==> config.mk <==
export PLATFORM = sky130hd
export DESIGN_NAME = spi_slave_if_flat
export DESIGN_NICKNAME = d
export VERILOG_FILES = /design/src/rtl/spi_slave_if_if.sv /design/src/rtl/spi_slave_if.sv /design/src/flat_wrapper.sv
export SDC_FILE = /design/constraint.sdc
export NUM_CORES = 1
export LEC_CHECK = 0
export ABC_AREA = 1
export ABC_CLOCK_PERIOD_IN_PS = 4400
export CORE_MARGIN = 5
export CORE_UTILIZATION = 55
export CTS_CLUSTER_SIZE = 10
export DETAILED_ROUTE_END_ITERATION = 16
export PLACE_DENSITY = 0.81
export SYNTH_ARGS = -nofsm -noshare
export SYNTH_HDL_FRONTEND = slang
export SYNTH_SLANG_ARGS = --single-unit
==> constraint.sdc <==
create_clock -name clk -period 4.4 [get_ports clk]
set_input_delay 0.88 -clock clk [delete_from_list [all_inputs] [get_ports clk]]
set_output_delay 0.88 -clock clk [all_outputs]
set_load 0.01 [all_outputs]
==> src/rtl/spi_slave_if_if.sv <==
// SPI pins plus the byte-level handshake between the SPI slave and its transfer controller.
interface spi_slave_if_if;
    logic        sclk;
    logic        cs_n;
    logic        mosi;
    logic        miso;
    logic [7:0]  tx_byte;
    logic [7:0]  rx_byte;
    logic        cycle_done;
    logic        busy;
    logic [16:0] frame_bytes;

    modport slave (
        input  sclk, cs_n, mosi, tx_byte,
        output miso, rx_byte, cycle_done, busy, frame_bytes
    );

    modport master (
        output sclk, cs_n, mosi, tx_byte,
        input  miso, rx_byte, cycle_done, busy, frame_bytes
    );
endinterface

==> src/rtl/spi_slave_if.sv <==
// SPI mode-0 slave: oversamples sclk/cs_n/mosi in the clk domain, shifts bytes MSB first,
// and emits a DONE_WIDTH-clk cycle_done strobe after every completed byte.
module spi_slave_if #(
    parameter int DONE_WIDTH = 2
) (
    input logic            clk,
    input logic            rst,
    spi_slave_if_if.slave  bus
);

    typedef enum logic [1:0] {IDLE, SHIFT, DONE} state_t;

    state_t      state, state_next;
    logic        sclk_s1, sclk_s2, sclk_s3;
    logic        cs_s1, cs_s2, cs_s3;
    logic        mosi_s1, mosi_s2;
    logic [1:0]  sync_valid;
    logic        armed;
    logic [2:0]  bit_cnt, bit_cnt_next;
    logic [7:0]  rx_shift, rx_shift_next;
    logic [7:0]  rx_byte, rx_byte_next;
    logic [16:0] frame_bytes, frame_next;
    logic [7:0]  tx_shift;
    logic        start_pulse;
    logic        frame_start;
    logic        cycle_done;
    logic [2:0]  done_left;

    logic sclk_rise, sclk_fall, cs_fall;

    assign sclk_rise = sclk_s2 & ~sclk_s3;
    assign sclk_fall = ~sclk_s2 & sclk_s3;
    assign cs_fall   = ~cs_s2 & cs_s3;

    // Synchronizers at idle levels; armed only once cs_n has really been sampled high,
    // so a cs_n held low across reset is not mistaken for a fresh falling edge.
    always_ff @(posedge clk or negedge rst) begin
        if (!rst) begin
            sclk_s1    <= 1'b0;
            sclk_s2    <= 1'b0;
            sclk_s3    <= 1'b0;
            cs_s1      <= 1'b1;
            cs_s2      <= 1'b1;
            cs_s3      <= 1'b1;
            mosi_s1    <= 1'b0;
            mosi_s2    <= 1'b0;
            sync_valid <= '0;
            armed      <= 1'b0;
        end else begin
            sclk_s1    <= bus.sclk;
            sclk_s2    <= sclk_s1;
            sclk_s3    <= sclk_s2;
            cs_s1      <= bus.cs_n;
            cs_s2      <= cs_s1;
            cs_s3      <= cs_s2;
            mosi_s1    <= bus.mosi;
            mosi_s2    <= mosi_s1;
            sync_valid <= {sync_valid[0], 1'b1};
            armed      <= armed | (sync_valid[1] & cs_s2);
        end
    end

    // State and receive-side register bank.
    always_ff @(posedge clk or negedge rst) begin
        if (!rst) begin
            state       <= IDLE;
            bit_cnt     <= '0;
            rx_shift    <= '0;
            rx_byte     <= '0;
            frame_bytes <= '0;
        end else begin
            state       <= state_next;
            bit_cnt     <= bit_cnt_next;
            rx_shift    <= rx_shift_next;
            rx_byte     <= rx_byte_next;
            frame_bytes <= frame_next;
        end
    end

    // Next-state and receive datapath; DONE always issues its strobe even if cs_n has risen.
    always_comb begin
        state_next    = state;
        bit_cnt_next  = bit_cnt;
        rx_shift_next = rx_shift;
        rx_byte_next  = rx_byte;
        frame_next    = frame_bytes;
        start_pulse   = 1'b0;
        frame_start   = 1'b0;
        unique case (state)
            IDLE: begin
                if (armed && cs_fall) begin
                    state_next   = SHIFT;
                    bit_cnt_next = '0;
                    frame_next   = '0;
                    frame_start  = 1'b1;
                end
            end
            SHIFT: begin
                if (cs_s2) begin
                    state_next = IDLE;
                end else if (sclk_rise) begin
                    rx_shift_next = {rx_shift[6:0], mosi_s2};
                    bit_cnt_next  = bit_cnt + 3'd1;
                    if (bit_cnt == 3'd7) begin
                        rx_byte_next = {rx_shift[6:0], mosi_s2};
                        state_next   = DONE;
                    end
                end
            end
            DONE: begin
                start_pulse  = 1'b1;
                bit_cnt_next = '0;
                if (frame_bytes != '1) begin
                    frame_next = frame_bytes + 17'd1;
                end
                state_next = cs_s2 ? IDLE : SHIFT;
            end
            default: state_next = IDLE;
        endcase
    end

    // Transmit shifter: load at frame start, reload at each byte boundary, else shift on sclk fall.
    always_ff @(posedge clk or negedge rst) begin
        if (!rst) begin
            tx_shift <= '0;
        end else if (frame_start) begin
            tx_shift <= bus.tx_byte;
        end else if (state != IDLE && !cs_s2 && sclk_fall) begin
            if (bit_cnt == 3'd0) begin
                tx_shift <= bus.tx_byte;
            end else begin
                tx_shift <= {tx_shift[6:0], 1'b0};
            end
        end
    end

    // Strobe stretcher runs independently of the FSM so a started pulse always completes.
    always_ff @(posedge clk or negedge rst) begin
        if (!rst) begin
            cycle_done <= 1'b0;
            done_left  <= '0;
        end else if (start_pulse) begin
            cycle_done <= 1'b1;
            done_left  <= 3'(DONE_WIDTH - 1);
        end else if (done_left != 3'd0) begin
            done_left <= done_left - 3'd1;
        end else begin
            cycle_done <= 1'b0;
        end
    end

    assign bus.miso        = tx_shift[7];
    assign bus.rx_byte     = rx_byte;
    assign bus.cycle_done  = cycle_done;
    assign bus.busy        = (state != IDLE);
    assign bus.frame_bytes = frame_bytes;

endmodule

==> src/flat_wrapper.sv <==
// flat-port wrapper written by rule: the top's interface ports become plain ports
module spi_slave_if_flat 
#(
    parameter int DONE_WIDTH = 2
)
  (clk, rst, bus_sclk, bus_cs_n, bus_mosi, bus_tx_byte, bus_miso, bus_rx_byte, bus_cycle_done, bus_busy, bus_frame_bytes);
  spi_slave_if_if bus_i ();
  input logic clk;
  input logic rst;
  input wire logic [$bits(bus_i.sclk)-1:0] bus_sclk;
  input wire logic [$bits(bus_i.cs_n)-1:0] bus_cs_n;
  input wire logic [$bits(bus_i.mosi)-1:0] bus_mosi;
  input wire logic [$bits(bus_i.tx_byte)-1:0] bus_tx_byte;
  output wire logic [$bits(bus_i.miso)-1:0] bus_miso;
  output wire logic [$bits(bus_i.rx_byte)-1:0] bus_rx_byte;
  output wire logic [$bits(bus_i.cycle_done)-1:0] bus_cycle_done;
  output wire logic [$bits(bus_i.busy)-1:0] bus_busy;
  output wire logic [$bits(bus_i.frame_bytes)-1:0] bus_frame_bytes;
  assign bus_i.sclk = bus_sclk;
  assign bus_i.cs_n = bus_cs_n;
  assign bus_i.mosi = bus_mosi;
  assign bus_i.tx_byte = bus_tx_byte;
  assign bus_miso = bus_i.miso;
  assign bus_rx_byte = bus_i.rx_byte;
  assign bus_cycle_done = bus_i.cycle_done;
  assign bus_busy = bus_i.busy;
  assign bus_frame_bytes = bus_i.frame_bytes;
  spi_slave_if #(.DONE_WIDTH(DONE_WIDTH)) u_core (.clk(clk), .rst(rst), .bus(bus_i));
endmodule
Word-level counts from Yosys, hierarchy flattened
Cells that the tools add are included.
Storage, ports and cells
  input port bits: 13
  output and inout port bits: 28
  bits in registers: 60
  word-level logic and storage cells: 80
Cells by class
  muxes and demuxes: 23
  reduce and logical (&&, ||, !) cells: 17
  bitwise logic cells: 8
  $add $sub $neg: 3
  equal/unequal tests: 11
Operators with widths (count)
  two-way mux 17 bit: 2
  one-hot mux 17 bit (2 select lines): 1
  two-way mux 8 bit: 3
  adder 17 x 1 -> 17 bit, second input constant: 1
  != test 17 bit, second input constant: 1
  two-way mux 3 bit: 5
  one-hot mux 3 bit (3 select lines): 1
  AND reduction 3 bit: 3
  two-way mux 2 bit: 4
  != test 2 x 1 -> 1 bit, second input constant: 4
  AND reduction 4 bit: 2
  nonzero test 2 bit: 4
  two-way mux 1 bit: 6
  != test 3 x 1 -> 1 bit, second input constant: 2
  one-hot mux 2 bit (3 select lines): 1
  nonzero test 3 bit: 2
  AND 1 bit: 4
  adder 3 x 1 -> 3 bit, second input constant: 1
  == test 3 bit, second input constant: 1
  logical AND 1 bit: 3
  zero test 3 bit: 1
  NOT 1 bit: 3
  subtractor 3 x 1 -> 3 bit, second input constant: 1
  == test 2 x 1 -> 1 bit, second input constant: 1
  5 further kinds: 5

Logic depth before layout (Yosys ltp)
  depth in word-level cells: 6
  mapped depth: 13
  depth with buffers taken out: 13

Worst setup path before layout
OpenSTA, ideal clock, no wires.
  path kind: reg2reg
  start: reg u_core.frame_bytes[1], in the netlist u_core.bus.frame_bytes[1]
  end: reg u_core.frame_bytes[10], in the netlist u_core.bus.frame_bytes[10]
  stages on the path, launching flop included: 13
  library setup time: 0.119 ns
  period minus slack after synthesis: 1.875 ns
  arrival time: 1.756 ns
  path slack: 2.525 ns
  cells stage by stage: dfrtp_1 ha_1 inv_1 nor2_1 nand2_1 nor3_1 ha_1 inv_1 nand2_4 nand2_4 buf_6 a21oi_1 nor2_1
Between the ends
  word-level cells in the longest chain between the ends: 3
  elaborated cells on any way between the ends: 6
  classes of those cells: add/sub (1); eq/ne (2); mux (2); reduce/logical (1)
RTL lines
  start: declaration: RTL line spi_slave_if.sv:22  | logic [16:0] frame_bytes, frame_next;
  start signal: assignment: RTL line spi_slave_if.sv:76  | frame_bytes <= frame_next;
  adder 17 x 1 -> 17 bit / != test 17 bit (equally long branches): RTL line spi_slave_if.sv:114, spi_slave_if.sv:113
  two-way mux 17 bit / != test 2 x 1 -> 1 bit (equally long branches)
  one-hot mux 17 bit (2 select lines) / AND reduction 3 bit (equally long branches)
Several ways; a longest one is shown, not always the timed one. The select of a mux whose other input is x is not followed.
A chain may end at the register's enable or synchronous reset.

Final worst setup path
  start: reg u_core.state[1]
  end: out bus_busy
Between the ends
  word-level cells in the longest chain between the ends: 1
RTL lines
  start: declaration: RTL line spi_slave_if.sv:13  | state_t state, state_next;
  start signal: assignment: RTL line spi_slave_if.sv:72  | state <= state_next;
  nonzero test 2 bit: RTL line spi_slave_if.sv:155  | assign bus.busy = (state != IDLE);
  end: declaration: RTL line flat_wrapper.sv:17  | output wire logic [$bits(bus_i.busy)-1:0] bus_busy;
Every way passes these cells.

==> results.md <==
- Across the routed clock network, the largest skew measured is 9.55 ps.
- The part of the power in registers is 46.2%.
- Hold repair after CTS inserted 0 buffers.
- For hold timing, the worst endpoint is u_core.sync_valid[1]$_DFF_PN0_.
- The final hold violation count was 0.
- By area, the combinational part of the netlist is dominated by simple AND/OR/NAND/NOR gates.
- The number of CTS-inserted buffers is 9.
- After clock tree synthesis, the clock-pin slew on the worst setup and hold paths is 70 ps.
- The number of antenna violations at the first check in global routing came to 0.
- The clock network burns 39.3% of the power.
- The first-iteration detailed-routing DRC count is 93.
- The global routing stage identified its most utilized layer as met2.
- Derived from the worst setup path, the maximum achievable clock frequency is 390 MHz.
- The number of levels in the clock H-tree is 3.
- The final routed wire length divided by cell count is 11.3 um.
- The normalized max-slew margin is 51.7%.
- Entering global routing, the biggest net connects 61 pins.
- The number of nets in the synthesized netlist is 352.
- The number of global-route vias before repair is 2143.
- TritonCTS built the clock tree.
- The area growth from synthesis to layout is 23.7%.
- Of the total synthesized cell area, the portion taken by full adders, half adders and majority gates is 3.08%.
- The post-layout minimum cycle time is 2560 ps.
- The run finished with clean final reports.
- The buffer count from post-CTS setup fixing is 0.
- The met1 track utilization from global routing is 20.6%.
- By area the synthesized netlist is led by sky130_fd_sc_hd__dfrtp_1 (50%), sky130_fd_sc_hd__nand2_1 (12%), sky130_fd_sc_hd__inv_1 (6.1%), sky130_fd_sc_hd__nor2_1 (4.6%), sky130_fd_sc_hd__o21ai_2 (4.6%).
- The slew of the pin with the lowest slew margin is 724 ps.
- The count of input and output buffers is 40.
- The clock drives 60 sinks.
- Across all hold checks on the routed design, the worst slack comes to 351 ps.
- A synthesized cell averages 8.56 um^2.
- After synthesis, the share of cell area in mux cells is 0%.
- The final net count is 400.
- The period utilization is 58.2%.
- The number of instances in the synthesized netlist is 332.
- Summing every instance area after synthesis gives 0.00284 mm^2.
- Global routing consumed, over all layers together, 17.9% of the routing resources.
- The clock latency of the later-clocked register in the worst-skew pair is 330 ps.
- The sequential area share after synthesis is 52.9%.
- The routability-driven placement congestion ratio is 0.912.
- The category of the worst setup path capture point is an output port.
- The global routing met3 resource utilization is 5.37%.
- The critical path is of the reg -> out type.
- The clock passes through at most 2 buffers.
- The synthesized design contains 60 register bits.
- The die is 81.9 um tall.
- The total power draw is 1370 uW.
- Measured along the x axis, the die boundary spans 81.9 um.
- The vias after detailed routing is 2180.
- The first detailed-routing pass ran for 4 iterations.
- The switching power summed over all nets is 354 uW.
- The path class of the tightest hold or removal check is reg -> reg.
- In the routed design, unresolved DRC markers number 0.
- During synthesis, Yosys emitted a total of 0 warnings.
- The worst path meets setup with 1840 ps of slack.
- The count of standard-cell rows is 26.
- The post-route antenna net violation count is 0.
- The share of synthesized cell area in and, or, nand and nor gates is 25.6%.
- The kind of start point of the critical path is a register.
- The critical path arrival is 1680 ps.
- The internal power of the cells totals 1020 uW.
- The max-capacitance violation count is 0.
- The first-pass GRT wire length is 9.07 mm.
- The number of cell instances on the worst register-to-register path is 11.
- The share of the synthesized area in the top cell type is 50.2%.
- Power spread over the standard cell area amounts to 391 mW/mm^2.
- Before CTS, the worst setup slack after placement is 2190 ps.
- In this run, post-CTS repair resized a total of 0 instances.
- Dividing the detail-routed via count by the number of cells gives 4.79.
- Setup repair after global routing left no endpoint under its margin.
- The setup total negative slack is 0 ps.
- The worst hold path was traced through 0 stages.
- The relative contribution of combinational cells to total power is 14.5%.
- The launch instance of the worst min-delay path is u_core.sync_valid[0]$_DFF_PN0_.
- The required arrival time at the worst endpoint is 3520 ps.
- 41 I/O pins were placed.
- The total detailed-routing wirelength is 5.12 mm.
- For this design the static power due to leakage is 0.00170 uW.
- In this run the critical register-to-register path is launched from u_core.bus.frame_bytes[1]$_DFFE_PN0P_.
- The met2 track demand over resource in global routing is 30.0%.
- The post-synthesis compound-gate area fraction is 9.82%.
- The repair_antennas step left the layout with diodes totalling 0.
- The die covers 0.00671 mm^2.
- The clock tree root driver cell is sky130_fd_sc_hd__clkbuf_8.
- Once detailed placement completed, the half-perimeter wirelength came to 3.60 mm.
- Net switching is 25.8% of the power.
- Setup violations remaining at the end of the flow were counted as 0.
- After global routing the overflow that remains totals 0.
- Along the worst path, the maximum fanout reaches 7.
- The starting utilization of the core area is 56.0%.
- sky130_fd_sc_hd__dfrtp_1 takes more of the synthesized area than any other cell.
- The capture point of the worst reg-to-reg path is u_core.bus.frame_bytes[13]$_DFFE_PN0P_.
- The core outline area is 0.00507 mm^2.
- The fraction of synthesized cell area in xor and xnor cells is 0.616%.
- Of the cells placed in the final design, the portion with a size suffix greater than 1 is 12.7%.
- The maximum vdd ir drop is 0.228 mV.
- The synthesized netlist contains 27 unique library cells.
- For flop-to-flop paths, the worst setup slack is 2340 ps.
- The final number of max-transition violations came to 0.
worst max-delay path, stage by stage, from the launching register on:
cell and delay, ps:
sky130_fd_sc_hd__dfrtp_1 480, sky130_fd_sc_hd__nor2_1 290, sky130_fd_sc_hd__inv_2 90, sky130_fd_sc_hd__clkdlybuf4s50_1 490
cells by family after synthesis:
kind of cell	after synthesis
simple gates	165
xor+xnor	2
compound gates	43
fa+ha+maj	7
buf+inv	54
flops	60
other cells	1
power groups by stage:
stage | combinational (uW) | clock, uW | sequential, uW
floorplan | 145 | 0 | 640
global placement | 195 | 0 | 642
detailed placement | 201 | 0 | 644
CTS | 202 | 558 | 635
global route | 231 | 581 | 642
finish | 199 | 541 | 635
stage by stage:
stage / utilization [%] / cells / instance area [um^2]
final: 69.3 / 455 / 3520
after global routing: 69.3 / 455 / 3520
after CTS: 69.3 / 455 / 3520
after detailed placement: 65.0 / 439 / 3300
after global placement: 65.0 / 439 / 3300
after floorplan: - / 332 / 2840
flip-flops by register name, summed over array words and instances, names as in the netlist:
signal / flops
u_core.armed: 1
u_core.bit_cnt: 3
u_core.bus.cycle_done: 1
u_core.bus.frame_bytes: 17
u_core.bus.rx_byte: 8
u_core.cs_s1: 1
u_core.cs_s2: 1
u_core.cs_s3: 1
u_core.done_left: 3
u_core.mosi_s1: 1
u_core.mosi_s2: 1
u_core.rx_shift: 7
u_core.sclk_s1: 1
u_core.sclk_s2: 1
u_core.sclk_s3: 1
u_core.state: 2
u_core.sync_valid: 2
u_core.tx_shift: 8
Yosys cell counts, drive strengths merged:
library cell,count
nor3,5
dfrtp,57
nor2,38
a21o,1
nand2,94
nand3,27
conb,1
ha,7
nor3b,1
a21oi,13
o22ai,1
buf,4
a22o,1
xnor2,2
o21ai,27
inv,50
dfstp,3
layer usage:
| metal | part of all wire (%) | wire length [um] |
|---|---|---|
| met5 | 0 | 0 |
| met4 | 2.0 | 102 |
| met3 | 5.1 | 263 |
| met2 | 46 | 2370 |
| met1 | 47 | 2390 |
placed cells by master (no fill, tap or decap), types with 3 or more instances in the layout:
| cell type | Yosys | layout |
|---|---|---|
| sky130_fd_sc_hd__nand3_1 | 26 | 26 |
| sky130_fd_sc_hd__clkdlybuf4s50_1 | 0 | 39 |
| sky130_fd_sc_hd__dfrtp_1 | 57 | 57 |
| sky130_fd_sc_hd__nand2_1 | 88 | 88 |
| sky130_fd_sc_hd__a21oi_1 | 13 | 13 |
| sky130_fd_sc_hd__nor3_1 | 4 | 4 |
| sky130_fd_sc_hd__nor2_1 | 35 | 35 |
| sky130_fd_sc_hd__inv_2 | 4 | 4 |
| sky130_fd_sc_hd__dfstp_2 | 3 | 3 |
| sky130_fd_sc_hd__nand2_4 | 3 | 3 |
| sky130_fd_sc_hd__inv_1 | 46 | 46 |
| sky130_fd_sc_hd__clkbuf_8 | 0 | 10 |
| sky130_fd_sc_hd__nand2_2 | 3 | 3 |
| sky130_fd_sc_hd__o21ai_2 | 15 | 15 |
| sky130_fd_sc_hd__o21ai_0 | 12 | 12 |
| sky130_fd_sc_hd__ha_1 | 7 | 7 |
how the worst max path moves through the flow:
stage | from | to | slack (ps) | cells after the start
2_1_floorplan | u_core.bus.frame_bytes[1]$_DFFE_PN0P_ | u_core.bus.frame_bytes[10]$_DFFE_PN0P_ | 2530 | 12
3_5_place_dp | u_core.state[1]$_DFFE_PN0P_ | bus_busy | 2190 | 3
3_3_place_gp | u_core.state[1]$_DFFE_PN0P_ | bus_busy | 2230 | 3
5_1_grt | u_core.state[1]$_DFFE_PN0P_ | bus_busy | 1760 | 3
6_report | u_core.state[1]$_DFFE_PN0P_ | bus_busy | 1840 | 3
4_1_cts | u_core.state[1]$_DFFE_PN0P_ | bus_busy | 1810 | 3
layout make-up:
type / instances / area [um^2]
clock inverter: 4 / 72.6
tap: 70 / 87.6
fill: 417 / 1560
sequential: 60 / 1510
multi-input combinational: 218 / 1110
timing repair buffer: 41 / 403
clock buffer: 12 / 145
inverter: 50 / 188
Power figures use the tool's default switching activity.
